### config.mk
export PLATFORM = sky130hd
export DESIGN_NAME = uart_ctrl_flat
export DESIGN_NICKNAME = d
export VERILOG_FILES = /design/src/rtl/uart_ctrl_pkg.sv /design/src/rtl/uart_ctrl_if.sv /design/src/rtl/sync_fifo.sv /design/src/rtl/uart_ctrl.sv /design/src/flat_wrapper.sv
export SDC_FILE = /design/constraint.sdc
export NUM_CORES = 1
export LEC_CHECK = 0
export CORE_ASPECT_RATIO = 0.9
export CORE_MARGIN = 3
export CORE_UTILIZATION = 59
export DETAILED_ROUTE_END_ITERATION = 7
export PLACE_DENSITY = 0.79
export SLEW_MARGIN = 20
export SYNTH_ARGS = -nofsm -noshare
export SYNTH_HDL_FRONTEND = slang
export SYNTH_SLANG_ARGS = --single-unit
### constraint.sdc
create_clock -name clk -period 2.5 [get_ports clk]
set_input_delay 0.375 -clock clk [delete_from_list [all_inputs] [get_ports clk]]
set_output_delay 0.375 -clock clk [all_outputs]
set_load 0.01 [all_outputs]
### src/rtl/uart_ctrl_pkg.sv
// Shared constants and helpers for the byte-level UART controller.
package uart_ctrl_pkg;

  localparam int unsigned DataBits = 8;

  // Cycles per 1/16 bit; the RX deserializer oversamples at 16x.
  function automatic int unsigned baud_div(input int unsigned clk_freq, input int unsigned baud);
    return clk_freq / (baud * 16);
  endfunction

endpackage

### src/rtl/uart_ctrl_if.sv
// Bridge-facing strobe/data bundle of the UART controller.
interface uart_ctrl_if;
  import uart_ctrl_pkg::*;

  logic                uart_we_n_i;
  logic                uart_re_n_i;
  logic [DataBits-1:0] uart_tx_data_i;
  logic                uart_tx_ready_o;
  logic                uart_rx_ready_o;
  logic [DataBits-1:0] uart_rx_data_o;
  logic                uart_rx_overrun_o;

  modport master (
    output uart_we_n_i, uart_re_n_i, uart_tx_data_i,
    input  uart_tx_ready_o, uart_rx_ready_o, uart_rx_data_o, uart_rx_overrun_o
  );

  modport slave (
    input  uart_we_n_i, uart_re_n_i, uart_tx_data_i,
    output uart_tx_ready_o, uart_rx_ready_o, uart_rx_data_o, uart_rx_overrun_o
  );

endinterface

### src/rtl/sync_fifo.sv
// Synchronous FIFO with extra-bit pointers; head reads 0 while empty.
module sync_fifo #(
  parameter int unsigned WIDTH = 8,
  parameter int unsigned DEPTH = 4
) (
  input  logic             clk,
  input  logic             rst,
  input  logic             push,
  input  logic [WIDTH-1:0] push_data,
  input  logic             pop,
  output logic             full,
  output logic             empty,
  output logic [WIDTH-1:0] head
);

  localparam int unsigned AW = (DEPTH > 1) ? $clog2(DEPTH) : 1;

  logic [AW:0]      wr_q, rd_q;
  logic [WIDTH-1:0] mem_q [DEPTH];
  logic             do_push, do_pop;

  assign empty   = (wr_q == rd_q);
  assign full    = (wr_q[AW] != rd_q[AW]) && (wr_q[AW-1:0] == rd_q[AW-1:0]);
  assign do_pop  = pop && !empty;
  // A pop frees the slot this cycle, so a push into a full FIFO still lands.
  assign do_push = push && (!full || do_pop);
  assign head    = empty ? '0 : mem_q[rd_q[AW-1:0]];

  always_ff @(posedge clk) begin
    if (rst) begin
      wr_q <= '0;
      rd_q <= '0;
    end else begin
      if (do_push) wr_q <= wr_q + (AW+1)'(1);
      if (do_pop)  rd_q <= rd_q + (AW+1)'(1);
    end
  end

  always_ff @(posedge clk) begin
    if (do_push) mem_q[wr_q[AW-1:0]] <= push_data;
  end

endmodule

### src/rtl/uart_ctrl.sv
// 8N1 UART controller: TX shifter, 16x-oversampled RX deserializer, RX FIFO.
module uart_ctrl
  import uart_ctrl_pkg::*;
#(
  parameter int unsigned CLK_FREQ = 50_000_000,
  parameter int unsigned BAUD     = 9600,
  parameter int unsigned RX_DEPTH = 4
) (
  input  logic       clk,
  input  logic       rst,
  uart_ctrl_if.slave bus,
  output logic       txd,
  input  logic       rxd
);

  localparam int unsigned DIV  = baud_div(CLK_FREQ, BAUD);
  localparam int unsigned BIT  = 16 * DIV;
  localparam int unsigned HALF = 8 * DIV;
  localparam int unsigned CntW = $clog2(BIT);
  localparam logic [CntW-1:0] BitLast  = CntW'(BIT - 1);
  localparam logic [CntW-1:0] HalfLast = CntW'(HALF - 1);
  localparam logic [2:0]      LastBit  = 3'(DataBits - 1);

  typedef enum logic [1:0] {TxIdle, TxStart, TxData, TxStop} tx_state_e;
  typedef enum logic [1:0] {RxIdle, RxStart, RxData, RxStop} rx_state_e;

  // ---------------- TX ----------------
  tx_state_e           tx_state_q, tx_state_d;
  logic [CntW-1:0]     tx_cnt_q, tx_cnt_d;
  logic [2:0]          tx_bit_q, tx_bit_d;
  logic [DataBits-1:0] tx_shift_q, tx_shift_d;
  logic                txd_q, txd_d;
  logic                tx_wrap;

  always_ff @(posedge clk) begin
    if (rst) begin
      tx_state_q <= TxIdle;
      tx_cnt_q   <= '0;
      tx_bit_q   <= '0;
      tx_shift_q <= '0;
      txd_q      <= 1'b1;
    end else begin
      tx_state_q <= tx_state_d;
      tx_cnt_q   <= tx_cnt_d;
      tx_bit_q   <= tx_bit_d;
      tx_shift_q <= tx_shift_d;
      txd_q      <= txd_d;
    end
  end

  always_comb begin
    tx_state_d = tx_state_q;
    tx_cnt_d   = tx_cnt_q;
    tx_bit_d   = tx_bit_q;
    tx_shift_d = tx_shift_q;
    txd_d      = txd_q;
    tx_wrap    = (tx_cnt_q == BitLast);
    unique case (tx_state_q)
      TxIdle: begin
        if (!bus.uart_we_n_i) begin
          tx_state_d = TxStart;
          tx_cnt_d   = '0;
          tx_shift_d = bus.uart_tx_data_i;
          txd_d      = 1'b0;
        end
      end
      TxStart: begin
        tx_cnt_d = tx_cnt_q + CntW'(1);
        if (tx_wrap) begin
          tx_state_d = TxData;
          tx_cnt_d   = '0;
          tx_bit_d   = '0;
          txd_d      = tx_shift_q[0];
        end
      end
      TxData: begin
        tx_cnt_d = tx_cnt_q + CntW'(1);
        if (tx_wrap) begin
          tx_cnt_d   = '0;
          tx_shift_d = tx_shift_q >> 1;
          if (tx_bit_q == LastBit) begin
            tx_state_d = TxStop;
            txd_d      = 1'b1;
          end else begin
            tx_bit_d = tx_bit_q + 3'd1;
            txd_d    = tx_shift_q[1];
          end
        end
      end
      TxStop: begin
        tx_cnt_d = tx_cnt_q + CntW'(1);
        if (tx_wrap) begin
          tx_state_d = TxIdle;
          tx_cnt_d   = '0;
        end
      end
      default: tx_state_d = TxIdle;
    endcase
  end

  assign txd                 = txd_q;
  assign bus.uart_tx_ready_o = (tx_state_q == TxIdle);

  // ---------------- RX ----------------
  logic                rxd_s1_q, rxd_s2_q;
  rx_state_e           rx_state_q, rx_state_d;
  logic [CntW-1:0]     rx_cnt_q, rx_cnt_d;
  logic [2:0]          rx_bit_q, rx_bit_d;
  logic [DataBits-1:0] rx_shift_q, rx_shift_d;
  logic                rx_push;

  always_ff @(posedge clk) begin
    if (rst) begin
      rxd_s1_q   <= 1'b1;
      rxd_s2_q   <= 1'b1;
      rx_state_q <= RxIdle;
      rx_cnt_q   <= '0;
      rx_bit_q   <= '0;
      rx_shift_q <= '0;
    end else begin
      rxd_s1_q   <= rxd;
      rxd_s2_q   <= rxd_s1_q;
      rx_state_q <= rx_state_d;
      rx_cnt_q   <= rx_cnt_d;
      rx_bit_q   <= rx_bit_d;
      rx_shift_q <= rx_shift_d;
    end
  end

  always_comb begin
    rx_state_d = rx_state_q;
    rx_cnt_d   = rx_cnt_q + CntW'(1);
    rx_bit_d   = rx_bit_q;
    rx_shift_d = rx_shift_q;
    rx_push    = 1'b0;
    unique case (rx_state_q)
      RxIdle: begin
        rx_cnt_d = '0;
        if (!rxd_s2_q) rx_state_d = RxStart;
      end
      RxStart: begin
        // Mid-start resample rejects glitches shorter than half a bit.
        if (rx_cnt_q == HalfLast) begin
          rx_cnt_d   = '0;
          rx_bit_d   = '0;
          rx_state_d = rxd_s2_q ? RxIdle : RxData;
        end
      end
      RxData: begin
        if (rx_cnt_q == BitLast) begin
          rx_cnt_d   = '0;
          rx_shift_d = {rxd_s2_q, rx_shift_q[DataBits-1:1]};
          if (rx_bit_q == LastBit) rx_state_d = RxStop;
          else                     rx_bit_d   = rx_bit_q + 3'd1;
        end
      end
      RxStop: begin
        if (rx_cnt_q == BitLast) begin
          rx_cnt_d   = '0;
          rx_push    = rxd_s2_q;
          rx_state_d = RxIdle;
        end
      end
      default: rx_state_d = RxIdle;
    endcase
  end

  // ---------------- RX FIFO and overrun ----------------
  logic rx_full, rx_empty, rx_pop_ok;
  logic overrun_q, overrun_d;

  sync_fifo #(
    .WIDTH(DataBits),
    .DEPTH(RX_DEPTH)
  ) u_rx_fifo (
    .clk      (clk),
    .rst      (rst),
    .push     (rx_push),
    .push_data(rx_shift_q),
    .pop      (!bus.uart_re_n_i),
    .full     (rx_full),
    .empty    (rx_empty),
    .head     (bus.uart_rx_data_o)
  );

  assign rx_pop_ok           = !bus.uart_re_n_i && !rx_empty;
  assign bus.uart_rx_ready_o = !rx_empty;

  always_comb begin
    overrun_d = overrun_q;
    if (rx_pop_ok)                 overrun_d = 1'b0;
    else if (rx_push && rx_full)   overrun_d = 1'b1;
  end

  always_ff @(posedge clk) begin
    if (rst) overrun_q <= 1'b0;
    else     overrun_q <= overrun_d;
  end

  assign bus.uart_rx_overrun_o = overrun_q;

endmodule

### src/flat_wrapper.sv
// flat-port wrapper written by rule: the top's interface ports become plain ports
module uart_ctrl_flat import uart_ctrl_pkg::*;
#(
  parameter int unsigned CLK_FREQ = 50_000_000,
  parameter int unsigned BAUD     = 9600,
  parameter int unsigned RX_DEPTH = 4
)
  (clk, rst, txd, rxd, bus_uart_we_n_i, bus_uart_re_n_i, bus_uart_tx_data_i, bus_uart_tx_ready_o, bus_uart_rx_ready_o, bus_uart_rx_data_o, bus_uart_rx_overrun_o);
  uart_ctrl_if bus_i ();
  input  logic clk;
  input  logic rst;
  output logic txd;
  input  logic rxd;
  input wire logic [$bits(bus_i.uart_we_n_i)-1:0] bus_uart_we_n_i;
  input wire logic [$bits(bus_i.uart_re_n_i)-1:0] bus_uart_re_n_i;
  input wire logic [$bits(bus_i.uart_tx_data_i)-1:0] bus_uart_tx_data_i;
  output wire logic [$bits(bus_i.uart_tx_ready_o)-1:0] bus_uart_tx_ready_o;
  output wire logic [$bits(bus_i.uart_rx_ready_o)-1:0] bus_uart_rx_ready_o;
  output wire logic [$bits(bus_i.uart_rx_data_o)-1:0] bus_uart_rx_data_o;
  output wire logic [$bits(bus_i.uart_rx_overrun_o)-1:0] bus_uart_rx_overrun_o;
  assign bus_i.uart_we_n_i = bus_uart_we_n_i;
  assign bus_i.uart_re_n_i = bus_uart_re_n_i;
  assign bus_i.uart_tx_data_i = bus_uart_tx_data_i;
  assign bus_uart_tx_ready_o = bus_i.uart_tx_ready_o;
  assign bus_uart_rx_ready_o = bus_i.uart_rx_ready_o;
  assign bus_uart_rx_data_o = bus_i.uart_rx_data_o;
  assign bus_uart_rx_overrun_o = bus_i.uart_rx_overrun_o;
  uart_ctrl #(.CLK_FREQ(CLK_FREQ), .BAUD(BAUD), .RX_DEPTH(RX_DEPTH)) u_core (.clk(clk), .rst(rst), .bus(bus_i), .txd(txd), .rxd(rxd));
endmodule
### Yosys cells after proc, flatten, opt, wreduce, memory -nomap -nowiden

Memories as Yosys holds them, arrays and structs flattened. A register that Yosys moved wholly into a read port is not among the register bits.
Index checks and enable logic that the tools add are counted.

* word-level logic and storage cells: 113
* memory bits (writable): 32
* input bits: 13
* flip-flop bits (word level): 62
* memories: 1

* reductions and logical operators: 24
* equality and inequality tests: 26
* mux-type cells: 42
* add/subtract/negate cells: 6

Memories
* u_core.u_rx_fifo.mem_q: depth 4, bits a word 8, rd ports 1, clocked after memory_dff 1, wr ports 1, line sync_fifo.sv:19 `logic [WIDTH-1:0] mem_q [DEPTH];`

Operator list (number)
* two-way mux 13 bit: 4
* case mux 13 bit (3 select lines): 1
* adder 13 x 1 -> 13 bit (second input constant): 2
* equality test 13 bit (second input constant): 2
* two-way mux 2 bit: 13
* case mux 13 bit (2 select lines): 1
* two-way mux 8 bit: 3
* two-way mux 3 bit: 6
* != test 2 x 1 -> 1 bit (second input constant): 8
* case mux 2 bit (4 select lines): 2
* case mux 8 bit (2 select lines): 1
* equality test 13 x 12 -> 1 bit (second input constant): 1
* adder 3 x 1 -> 3 bit (second input constant): 4
* case mux 3 bit (2 select lines): 2
* AND reduction 4 bit: 3
* AND reduction 5 bit: 2
* equality test 2 bit (second input constant): 4
* two-way mux 1 bit: 8
* != test 2 bit (second input constant): 4
* equality test 3 bit (second input constant): 2
* nonzero test 2 bit: 3
* equality test 2 x 1 -> 1 bit (second input constant): 2
* logical AND 1 bit: 4
* logical NOT 2 bit: 2
* other kinds (11): 14

### Longest topological paths before layout

Gate-level depths: netlist (run 1).

* word-level depth: 7
* depth in mapped cells: 8

### By module

A second synthesis (run 1) with hierarchy kept.

* cells, all modules: 400
* area total of the unflattened synthesis: 4405.5 µm²

By module, submodules not included
* uart_ctrl: cells an instance 296, area each 2697.6 µm², instances 1, sequential area each 1121.1 µm²
* sync_fifo: cells an instance 104, area each 1707.9 µm², instances 1, sequential area each 1121.1 µm²

### Worst setup path before layout (run 1)

Ideal clock, no wire load.

* kind: register -> register
* start point: register u_core.rx_cnt_q[0]
* end point: memory u_core.u_rx_fifo.mem_q[3][0], enable pin
* stages on the path, launching flop included: 7
* clock period less this slack: 1.874 ns
* slack: 0.626 ns
* required time: 2.168 ns
* setup time: 0.332 ns
* arrival time: 1.542 ns
* buffers on the path: 1
* cells stage by stage: dfxtp_1 -> ha_1 -> and4_1 -> clkbuf_2 -> and4_1 -> and3_1 -> and2_1

* cells in the longest elaborated chain, start to end: 6

Ends and longest elaborated chain
* from (decl): line uart_ctrl.sv:107 `logic [CntW-1:0] rx_cnt_q, rx_cnt_d;`
* from (signal assigned): line uart_ctrl.sv:124 `rx_cnt_q <= rx_cnt_d;`
* equality test 13 bit: line uart_ctrl.sv:158 `if (rx_cnt_q == BitLast) begin`
* two-way mux 1 bit: line uart_ctrl.sv:158
* two-way mux 1 bit: line uart_ctrl.sv:136 `unique case (rx_state_q)`
* logical AND 1 bit: line sync_fifo.sv:26 `assign do_push = push && (!full || do_pop);`
* two-way mux 1 bit: line sync_fifo.sv:40 `if (do_push) mem_q[wr_q[AW-1:0]] <= push_data;`
* two-way mux 1 bit (not written as such): line sync_fifo.sv:40
* to (decl): line sync_fifo.sv:19

Every way passes these cells.

==> impl_summary.md, run 1 <==
Placed design
The number of input and output port buffers inserted is 24. Once detailed placement completed, the half-perimeter wirelength came to 5.80 mm. The number of instances in the placed design is 521.

The placed instance area is 4780 um2. The routability-driven placement congestion ratio is 0.806. The setup slack after placement is 0.335 ns.

Drt
The count of nets left with antenna violations once routing finished came out at 0. The total detailed-routing wirelength is 8.47 mm. In this run, the number of DRC markers left after iteration 0 of detailed routing was 217.

The mean number of vias per cell is 6.06. The total via count after detailed routing is 3255. Dividing the detail-routed wire length by the instance count gives 15.8 um.

The final routed DRC violation total is 0. The number of iterations in the first detailed-routing pass is 4.

Yosys
The fraction of synthesized cell area in xor and xnor cells is 0.0331. Among all flip-flop cells after synthesis, the most frequent one is sky130_fd_sc_hd__dfxtp_1. The number of warnings printed during yosys synthesis is 0. The share of async-settable or async-resettable flops after synthesis is 0.

The area fraction in and, or, nand and nor cells after synthesis is 0.198. The post-synthesis instance total is 420. The dominant combinational cell family by area after synthesis is simple AND/OR/NAND/NOR gates.

The number of enable flip-flop cells after synthesis is 32. Of all cell types, the one taking the most synthesized area is sky130_fd_sc_hd__dfxtp_1. By area the synthesized netlist is led by sky130_fd_sc_hd__dfxtp_1 28%, sky130_fd_sc_hd__edfxtp_1 21%, sky130_fd_sc_hd__ha_1 4.4%. For this run, the register share of the synthesized area comes to 0.498.

The number of storage elements in the synthesis netlist is 96. The proportion of netlist area held by the largest area contributor is 0.285. Averaged over all synthesized cells, the footprint is 10.7 um2. The count of different cell masters after synthesis is 63. The share of the synthesized area in compound gates (AO/OA/AOI/OAI) is 0.130. The synthesized-area fraction occupied by adder cells is 0.0445. The net count after synthesis is 449. The synthesized netlist occupies a cell area of 4500 um2.

The portion of synthesized area spent on multiplexers is 0.0670.

STA
The maximum operating frequency is 0.417 GHz. The measured slew at the worst slew-check pin is 0.942 ns. The final total negative setup slack is 0 ns. Setup repair after global routing left no endpoint under its margin.

The worst pin sits at a relative slew slack of 0.371. Setup slack on the critical path of the routed design comes to 0.0999 ns. Setup violations remaining at the end of the flow were counted as 0. The count of final max-slew check failures is 0. The clock arrives with 0.00772 ns of skew. The count of endpoints failing hold in the final timing report is 0. Of the available clock period, the critical path in the final layout requires 0.960. The worst path needs 2.40 ns of the cycle, external delays included.

CTS
The clock network latency to the later pin of the worst-skew pair is 0.36 ns. The register clock-pin slew on the reported worst setup and hold paths is 0.09 ns. For this design, the sink count on the clock tree is 96.

The number of buffers inserted for hold repair after clock tree synthesis is 0. The CTS H-tree depth is 3. The clock root buffer master is sky130_fd_sc_hd__clkbuf_8. TritonCTS built the clock tree. Once the clock tree was built, the setup fixing pass inserted 0 buffers.

The number of clock buffers added by TritonCTS is 9. The buffer levels on the longest clock path is 2.

Cells and area
The antenna diode count is 0. The area occupied by multi-input gates is 2140 um2. The layout has 545 filler cells.

The final layout net count is 468. The library cell used most frequently in the layout, excluding fill and tap cells, is sky130_fd_sc_hd__dfxtp_1. The layout overhead on the synthesized area is 10.6%. The register cell area after layout is 2240 um2. The finished layout holds 537 standard cells, fillers aside. The area of all placed cells without fillers is 4980 um2. The library cells used most frequently in the layout, excluding fill and tap cells, are 64 x sky130_fd_sc_hd__dfxtp_1, 32 x sky130_fd_sc_hd__edfxtp_1, 30 x sky130_fd_sc_hd__nor2_1.

Of the cells placed in the final design, the portion with a size suffix greater than 1 is 0.106.

Global route
The via count of the first global-routing pass came to 3110. The residual overflow from global routing is 0. The maximum number of pins on one net before global-route repair is 50.

The first global-routing pass estimated 14.4 mm of wire. The global-route usage over all layers is 0.205. The number of antenna violations at the first check in global routing is 0.

Flow run
The max-capacitance violation count is 0.

Power and ir drop
The overall power after layout is 3210 uW. For this design the ratio of total power to cell area is 645 nW/um2. The worst-case vdd ir drop is 0.415 mV.

The static leakage is 0.00170 uW.

Die
The die area is 8710 um2. The die is 98.1 um wide. The initial cell density of the core is 0.623. The die boundary height is 88.9 um.

The floorplan has 29 rows. The number of top-level pins is 25. The placeable core region is 7220 um2.

Setup path
The worst setup path is of the reg -> out kind. The highest-delay cell along the critical path is sky130_fd_sc_hd__mux4_2. The peak per-stage delay on the critical path is 0.51 ns. The startpoint type of the worst setup path is a register. STA puts the critical path data arrival time at 2.03 ns. The worst setup path is captured at a primary output. The signal on the critical path passes through buf_6 -> mux4_2 -> nor2b_1 -> clkdlybuf4s50_1. The required time at the endpoint of the critical path is 2.12 ns. In this run the worst path has a maximum fanout of 8.

Hold path
The class of the tightest hold or removal check is reg -> reg.

Status
The run finished with clean final reports.
==> sequential cells by signal (all words and copies together) (netlist names), named ones only <==
signal and flops:
u_core.bus.uart_rx_overrun_o 1, u_core.rx_bit_q 3, u_core.rx_cnt_q 13, u_core.rx_shift_q 8, u_core.rx_state_q 1, u_core.rxd_s1_q 1, u_core.rxd_s2_q 1, u_core.tx_bit_q 3
u_core.tx_cnt_q 13, u_core.tx_shift_q 8, u_core.tx_state_q 2, u_core.txd 1, u_core.u_rx_fifo.mem_q 32, u_core.u_rx_fifo.rd_q 3, u_core.u_rx_fifo.wr_q 3
==> cell families (layout without fill, tap and decap cells) <==
logic type      count (synthesis)  after routing
simple gates                  157            157
flops                          96             96
compound gates                 87             87
buf+inv                        27             51
mux                            20             20
xor+xnor                       17             17
fa+ha+maj                      16             16
==> path summary, 6_finish.rpt <==
check,slack (ns),to,from,depth (start not counted)
setup reg to reg,0.30,u_core.u_rx_fifo.mem_q[2][5]$_DFFE_PP_,u_core.rx_cnt_q[0]$_SDFF_PP0_,5
hold reg to reg,0.43,u_core.rxd_s2_q$_SDFF_PP1_,u_core.rxd_s1_q$_SDFF_PP1_,1
setup / recovery,0.1,bus_uart_rx_data_o[6],register,4
hold / removal,0.43,u_core.rxd_s2_q$_SDFF_PP1_,u_core.rxd_s1_q$_SDFF_PP1_,1
==> where the power goes <==
part,total (uW),switching [uW],internal [uW]
clock,920,549,372
sequential,1710,51.2,1660
combinational,577,348,229
total,3210,947,2260
==> cell usage after synthesis, types with 10 or more instances <==
library cell	number
sky130_fd_sc_hd__a21oi_1	25
sky130_fd_sc_hd__clkbuf_1	10
sky130_fd_sc_hd__dfxtp_1	64
sky130_fd_sc_hd__edfxtp_1	32
sky130_fd_sc_hd__ha_1	16
sky130_fd_sc_hd__mux2i_1	11
sky130_fd_sc_hd__nand2_1	22
sky130_fd_sc_hd__nand3_1	13
sky130_fd_sc_hd__nand4_1	11
sky130_fd_sc_hd__nor2_1	30
sky130_fd_sc_hd__nor2b_1	12
sky130_fd_sc_hd__nor3_1	19
sky130_fd_sc_hd__o21ai_0	24
sky130_fd_sc_hd__xnor2_1	11
==> layer usage <==
metal	GRT usage	part of all wire
met4	0.0805	0.017
met1	0.274	0.48
met5	0	0
met3	0.0449	0.043
met2	0.333	0.46
==> worst max-delay path, delay by kind of cell, from the launching register on <==
family	cells	cell delay, ns
and+or+nand+nor	1	0.15
DFF	1	0.34
buffers and inverters	2	0.67
muxes	1	0.51
==> cell type report <==
cell class | instances | share of cell area
timing repair buffer | 27 | 0.0535
inverter | 8 | 0.00603
sequential | 96 | 0.450
multi-input combinational | 297 | 0.430
tap | 93 | 0.0234
clock inverter | 7 | 0.0113
clock buffer | 9 | 0.0249
==> metrics by stage <==
stage	hold slack [ns]	util
after floorplan	0.389	-
after global placement	0.393	0.662
after detailed placement	0.407	0.662
after CTS	0.430	0.687
after global routing	0.454	0.689
final	0.429	0.689
==> what timing repair did <==
item	4_1_cts	5_1_grt
endpoints found under the setup margin	8	8
gates resized for setup	1	3
endpoints found under the hold margin	0	0
(Power assumes the default switching activity.)
==> run 2: changes to the inputs <==
--- a/config.mk
+++ b/config.mk
@@ -10,6 +10,8 @@
 export CORE_UTILIZATION = 59
 export DETAILED_ROUTE_END_ITERATION = 7
 export PLACE_DENSITY = 0.79
+export REMOVE_ABC_BUFFERS = 1
+export SETUP_SLACK_MARGIN = 0.02
 export SLEW_MARGIN = 20
 export SYNTH_ARGS = -nofsm -noshare
 export SYNTH_HDL_FRONTEND = slang
==> impl_summary.md, run 2 (synthesis gave the netlist of run 1 again) <==
Status
The run finished with clean final reports.

Power and ir drop
The static leakage is 0.00170 uW. The power density over cell area is 641 nW/um2. The worst-case vdd ir drop is 0.590 mV.

STA
Counting I/O delays and the setup requirement, the final critical path takes 2.31 ns. The count of endpoints failing hold in the final timing report came to 0. Setup repair after global routing left no endpoint under its margin. Across the routed clock network, the largest skew measured is 0.0104 ns.

The measured slew at the worst slew-check pin is 0.893 ns. Setup violations remaining at the end of the flow were counted as 0. The minimum hold slack is 0.414 ns.

The count of final max-slew check failures was 0. In the final timing run, aggregate negative setup slack is 0 ns. Timing would allow up to 0.433 GHz. The remaining max-slew budget at the tightest pin is 0.403. The final worst-path cycle share is 0.925.

CTS
Post-CTS timing repair inserted 0 buffers for setup. The clock passes through at most 2 buffers. The clock root buffer master is sky130_fd_sc_hd__clkbuf_8.

Clock-pin slew was measured on the worst setup and hold paths at 0.09 ns. Counting every sink on the clock net gives 96. Clock latency on the worst-skew pair, taken at its later pin, is 0.35 ns.

In this run, CTS created clock tree buffers numbering 9. CTS built an H-tree with a depth of 3. TritonCTS built the clock tree.

Buffers inserted to repair hold after CTS numbered 0.

Global route
The residual overflow from global routing is 0. The global-route usage over all layers is 0.195. The number of antenna violations at the first check in global routing is 0. Entering global routing, the biggest net connects 50 pins. The via count of the first global-routing pass is 2979.

The first global-routing pass estimated 13.8 mm of wire.

Flow run
Across the run, the number of max-cap violations was 0.

Die
The number of top-level pins is 25. The site row count is 29. The initial cell density of the core is 0.623. The floorplan step set the die height to 88.9 um. The core region is 7220 um2.

From left edge to right edge, the die measures 98.1 um. The die area is 8710 um2.

Drt
The mean number of vias per cell is 5.88. For this run, design rule violations remaining after detail routing come to 0. The first TritonRoute pass finished after 4 iterations. The violation count after the first detailed-routing iteration is 109. The total detailed-routing wirelength is 8.12 mm. The detailed router placed 3150 vias in this run. The detail route stage leaves a number of antenna-violating nets equal to 0. Dividing the detail-routed wire length by the instance count gives 15.2 um.

Cells and area
In the final design database the tool counted 467 nets. At the end of the flow the core is filled with cells to 0.690. The antenna diode count is 0. The number of flip-flops in the largest register is 32. The layout overhead on the synthesized area is 10.7%. The area of all placed cells without fillers is 4980 um2.

The share of post-route cells with drive strength above 1 is 0.106. The most common cell after layout, fill and taps aside is sky130_fd_sc_hd__dfxtp_1. In the layout the commonest cells are 63 x sky130_fd_sc_hd__dfxtp_1, 32 x sky130_fd_sc_hd__edfxtp_1, 30 x sky130_fd_sc_hd__nor2_1.

Excluding fillers, the count of instances in the completed layout stands at 536. The number of inserted filler cells in the final layout is 541.

Setup path
The worst setup path is launched from a register. The required time at the endpoint of the critical path is 2.12 ns. The nature of the critical path endpoint is a primary output. The maximum net fanout on the critical path is 8. The endpoint arrival time on the critical path is 1.94 ns.

The class of the most critical setup path is reg -> out.

Placed design
Once placement finished, the instance area stood at 4780 um2. At the end of routability-driven placement, the weighted congestion stood at 0.803. The number of input and output port buffers inserted is 24.

After detailed placement, the design holds a cell count of 520. The detailed placer's ending HPWL is 5.75 mm.

Hold path
The class of the tightest hold or removal check is reg -> reg.
run 2: cell types whose count changed in the layout (fill, tap and decap cells not counted):
cell / change
sky130_fd_sc_hd__clkinv_4: -2
sky130_fd_sc_hd__buf_4: -1
sky130_fd_sc_hd__inv_6: +1
sky130_fd_sc_hd__clkinv_1: -1
sky130_fd_sc_hd__buf_6: -1
sky130_fd_sc_hd__dfxtp_1: -1
sky130_fd_sc_hd__clkbuf_1: +1
sky130_fd_sc_hd__clkinvlp_4: +1
sky130_fd_sc_hd__buf_12: +1
sky130_fd_sc_hd__dfxtp_4: +1
run 2: repair_timing:
item / CTS / global route
endpoints found under the setup margin: 8 / 9
hold endpoints to repair: 0 / 0
gates resized for setup: 1 / 4
run 2: final timing paths:
check	from	to	slack (ns)	cells after the start
worst max-delay path	register	bus_uart_rx_data_o[7]	0.19	3
worst min-delay path	u_core.rxd_s1_q$_SDFF_PP1_	u_core.rxd_s2_q$_SDFF_PP1_	0.41	1
worst max register to register	u_core.rx_cnt_q[0]$_SDFF_PP0_	u_core.u_rx_fifo.mem_q[0][3]$_DFFE_PP_	0.33	5
worst min register to register	u_core.rxd_s1_q$_SDFF_PP1_	u_core.rxd_s2_q$_SDFF_PP1_	0.41	1
run 2: power by group:
| group | switching (uW) | internal [uW] | total, uW | leakage, uW |
|---|---|---|---|---|
| sequential | 47.8 | 1660 | 1710 | 0.000815 |
| clock | 541 | 376 | 917 | 0.0000814 |
| combinational | 341 | 230 | 570 | 0.000802 |
run 2: stage by stage:
| stage | power, uW | setup slack (ns) |
|---|---|---|
| CTS | 3220 | 0.0298 |
| global route | 3370 | 0.0591 |
| detailed placement | 2300 | 0.257 |
| floorplan | 2120 | 0.483 |
| global placement | 2290 | 0.346 |
| finish | 3190 | 0.188 |
run 2: routing by layer:
layer | vias up | share of wire | global-route usage
li1 | 1599 | - | -
met1 | 1485 | 0.47 | 0.259
met2 | 59 | 0.49 | 0.323
met3 | 7 | 0.035 | 0.0504
met4 | 0 | 0.0064 | 0.0478
met5 | - | 0 | 0
run 2: final cells by class:
type                            count  area [um2]  share of cell area
Tap cell                           93         116              0.0234
Inverter                            8        30.0             0.00603
Multi-Input combinational cell    297        2140               0.430
Timing Repair Buffer               26         268              0.0538
Sequential cell                    96        2250               0.451
Clock inverter                      6        51.3              0.0103
Clock buffer                       10         128              0.0256
run 2: worst max-delay path, cell delays in order (launching register included):
cell and delay, ns:
sky130_fd_sc_hd__dfxtp_4 0.45, sky130_fd_sc_hd__mux4_2 0.52, sky130_fd_sc_hd__nor2b_1 0.14, sky130_fd_sc_hd__clkdlybuf4s50_1 0.47
==> run 3: changes to the inputs <==
==> constraint.sdc (replaced) <==
create_clock -name clk -period 2.5 [get_ports clk]
set_input_delay 0.75 -clock clk [delete_from_list [all_inputs] [get_ports clk]]
set_output_delay 0.75 -clock clk [all_outputs]
set_load 0.01 [all_outputs]
==> impl_summary.md, run 3 (synthesis gave the netlist of run 1 again) <==
Cells and area
0 antenna diodes ended up in the layout. The number of flip-flops in the largest register is 32. The finished layout holds 546 standard cells, fillers aside.

From synthesis to final layout, the design area changed by 13.5%. The final layout net count is 477. In the layout the commonest cells are 58 x sky130_fd_sc_hd__dfxtp_1, 32 x sky130_fd_sc_hd__edfxtp_1, 30 x sky130_fd_sc_hd__nor2_1. In the final layout, the share of cells above drive strength 1 is 0.157. Leaving out fill and tap cells, the most frequent cell in the layout is sky130_fd_sc_hd__dfxtp_1.

CTS
The clock tree from TritonCTS is yes. The longest clock path from root to sink contains 2 buffers. Clock tree synthesis selected as its root buffer the cell sky130_fd_sc_hd__clkbuf_8. The clock drives 96 sinks. The later pin in the worst-skew pair is clocked with a latency of 0.37 ns. The CTS H-tree depth is 3. The number of buffers created by CTS is 9. The register clock-pin slew on the reported worst setup and hold paths is 0.09 ns.

Drt
Detailed routing placed a total of 4.05 mm of wire on met2. The antenna violation net count after detailed routing is 0. For this run, design rule violations remaining after detail routing come to 0. After detailed routing, no signal wire sits above met4.

The mean number of vias per cell is 6.05. The detailed route wirelength on metal3 is 483 um. The violation count after the first detailed-routing iteration is 223. After detailed routing, the total wire length is 8.47 mm. The detailed router put a total of 3.82 mm of wire on met1. The routed layout has 3305 vias. The final routed wire length divided by cell count is 15.5 um. The number of iterations in the first detailed-routing pass is 4.

Global route
Across every metal layer, demand over resource in global routing totals 0.209. The total overflow left after global routing is 0. The via count of the first global-routing pass is 3041.

Entering global routing, the biggest net connects 50 pins. The wire length of the first global-routing pass is 14.6 mm. The number of antenna violations at the first check in global routing came to 0.

Placed design
The routability-driven placement congestion ratio is 0.811. The setup slack after placement is 0.0811 ns. Port buffering added 24 buffers.

The detailed placer's ending HPWL is 5.70 mm. The number of instances in the placed design is 527.

Die
After floorplanning, the core was divided into 29 placement rows. After floorplanning, the core was sized to cover 7220 um2. The floorplan step set the die height to 88.9 um. The die covers 8710 um2.

25 I/O pins were placed. The width of the chip is 98.1 um. The initial utilization of the core area, before any placement, comes to 0.623.

Hold path
The class of the tightest hold or removal check is reg -> reg.

STA
The final total negative setup slack is 0 ns. For this run, the top clock speed supported by timing is 0.415 GHz. The final critical-path setup slack is 0.0905 ns. Setup repair after global routing could not meet its margin everywhere. In the finished design, the share of the clock period the worst path needs comes to 0.964. The count of final max-slew check failures is 0.

The count of endpoints failing hold in the final timing report is 0. The clock skew is 0.0112 ns. After layout, the minimum clock period comes to 2.41 ns. The number of endpoints failing setup at the final stage is 0. The remaining max-slew budget at the tightest pin is 0.569. At the pin with the least slew margin, the transition time is 0.643 ns.

Setup path
The maximum net fanout on the critical path is 4. The startpoint type of the worst setup path is a register. The worst setup path is of the reg -> out kind.

The worst setup path is captured at a primary output. At the worst endpoint, the required time is 1.75 ns. Data on the critical path arrives at its endpoint at 1.66 ns.

Flow run
The max-capacitance violation count is 0.

Status
The run finished with clean final reports.

Power and ir drop
After layout, the design draws a total of 3510 uW. For this design the ratio of total power to cell area is 686 nW/um2. For this design the static power due to leakage is 0.00181 uW.

The worst-case vdd ir drop is 0.543 mV.
run 3: cell count changes in the layout (fill, tap and decap cells not counted), sizes merged:
| cell | change |
|---|---|
| clkinv | +2 |
| clkdlybuf4s50 | -8 |
| clkbuf | +6 |
| clkinvlp | -3 |
| bufinv | +3 |
| inv | -2 |
| buf | +12 |
run 3: worst paths after layout:
check | start | endpoint | slack (ns) | cells after the start
min | u_core.rxd_s1_q$_SDFF_PP1_ | u_core.rxd_s2_q$_SDFF_PP1_ | 0.44 | 1
min reg2reg | u_core.rxd_s1_q$_SDFF_PP1_ | u_core.rxd_s2_q$_SDFF_PP1_ | 0.44 | 1
max reg2reg | u_core.rx_cnt_q[0]$_SDFF_PP0_ | u_core.u_rx_fifo.mem_q[3][2]$_DFFE_PP_ | 0.31 | 5
max | u_core.u_rx_fifo.wr_q[2]$_SDFFE_PP0N_ | bus_uart_rx_ready_o | 0.09 | 4
run 3: what timing repair did:
| item | 4_1_cts | 5_1_grt |
|---|---|---|
| pin swaps | 3 | 0 |
| setup buffers | 2 | 1 |
| hold buffers | 0 | 0 |
| setup endpoints to repair | 9 | 9 |
| gates resized for setup | 28 | 9 |
run 3: per-layer routing:
metal  global-route usage  up-vias
met5                    0        -
met4               0.0667        0
met3               0.0559       15
met2                0.342       93
met1                0.276     1579
li1                     -     1618
run 3: metrics by stage:
step,hold slack [ns],utilization,area [um2]
3_5_place_dp,0.398,0.671,4850
5_1_grt,0.476,0.708,5110
4_1_cts,0.447,0.712,5140
3_3_place_gp,0.395,0.671,4850
2_1_floorplan,0.389,-,4400
6_report,0.440,0.708,5110
run 3: layout make-up:
cell class	instances	area [um2]
Multi-Input combinational cell	297	2150
Sequential cell	96	2250
Fill cell	533	2110
Clock inverter	6	116
Inverter	8	30.0
Tap cell	93	116
Clock buffer	10	128
Timing Repair Buffer	36	315
run 3: where the power goes:
group	total [uW]	internal (uW)	leakage, uW	switching (uW)
logic	594	251	0.000868	342
registers	1710	1660	0.000817	48.3
clock network	1200	672	0.000121	532
run 3: worst max-delay path: stages (launching register included):
cell and delay [ns]:
sky130_fd_sc_hd__dfxtp_2 0.36, sky130_fd_sc_hd__xnor2_2 0.20, sky130_fd_sc_hd__and3_4 0.23, sky130_fd_sc_hd__inv_1 0.04, sky130_fd_sc_hd__clkdlybuf4s50_1 0.46
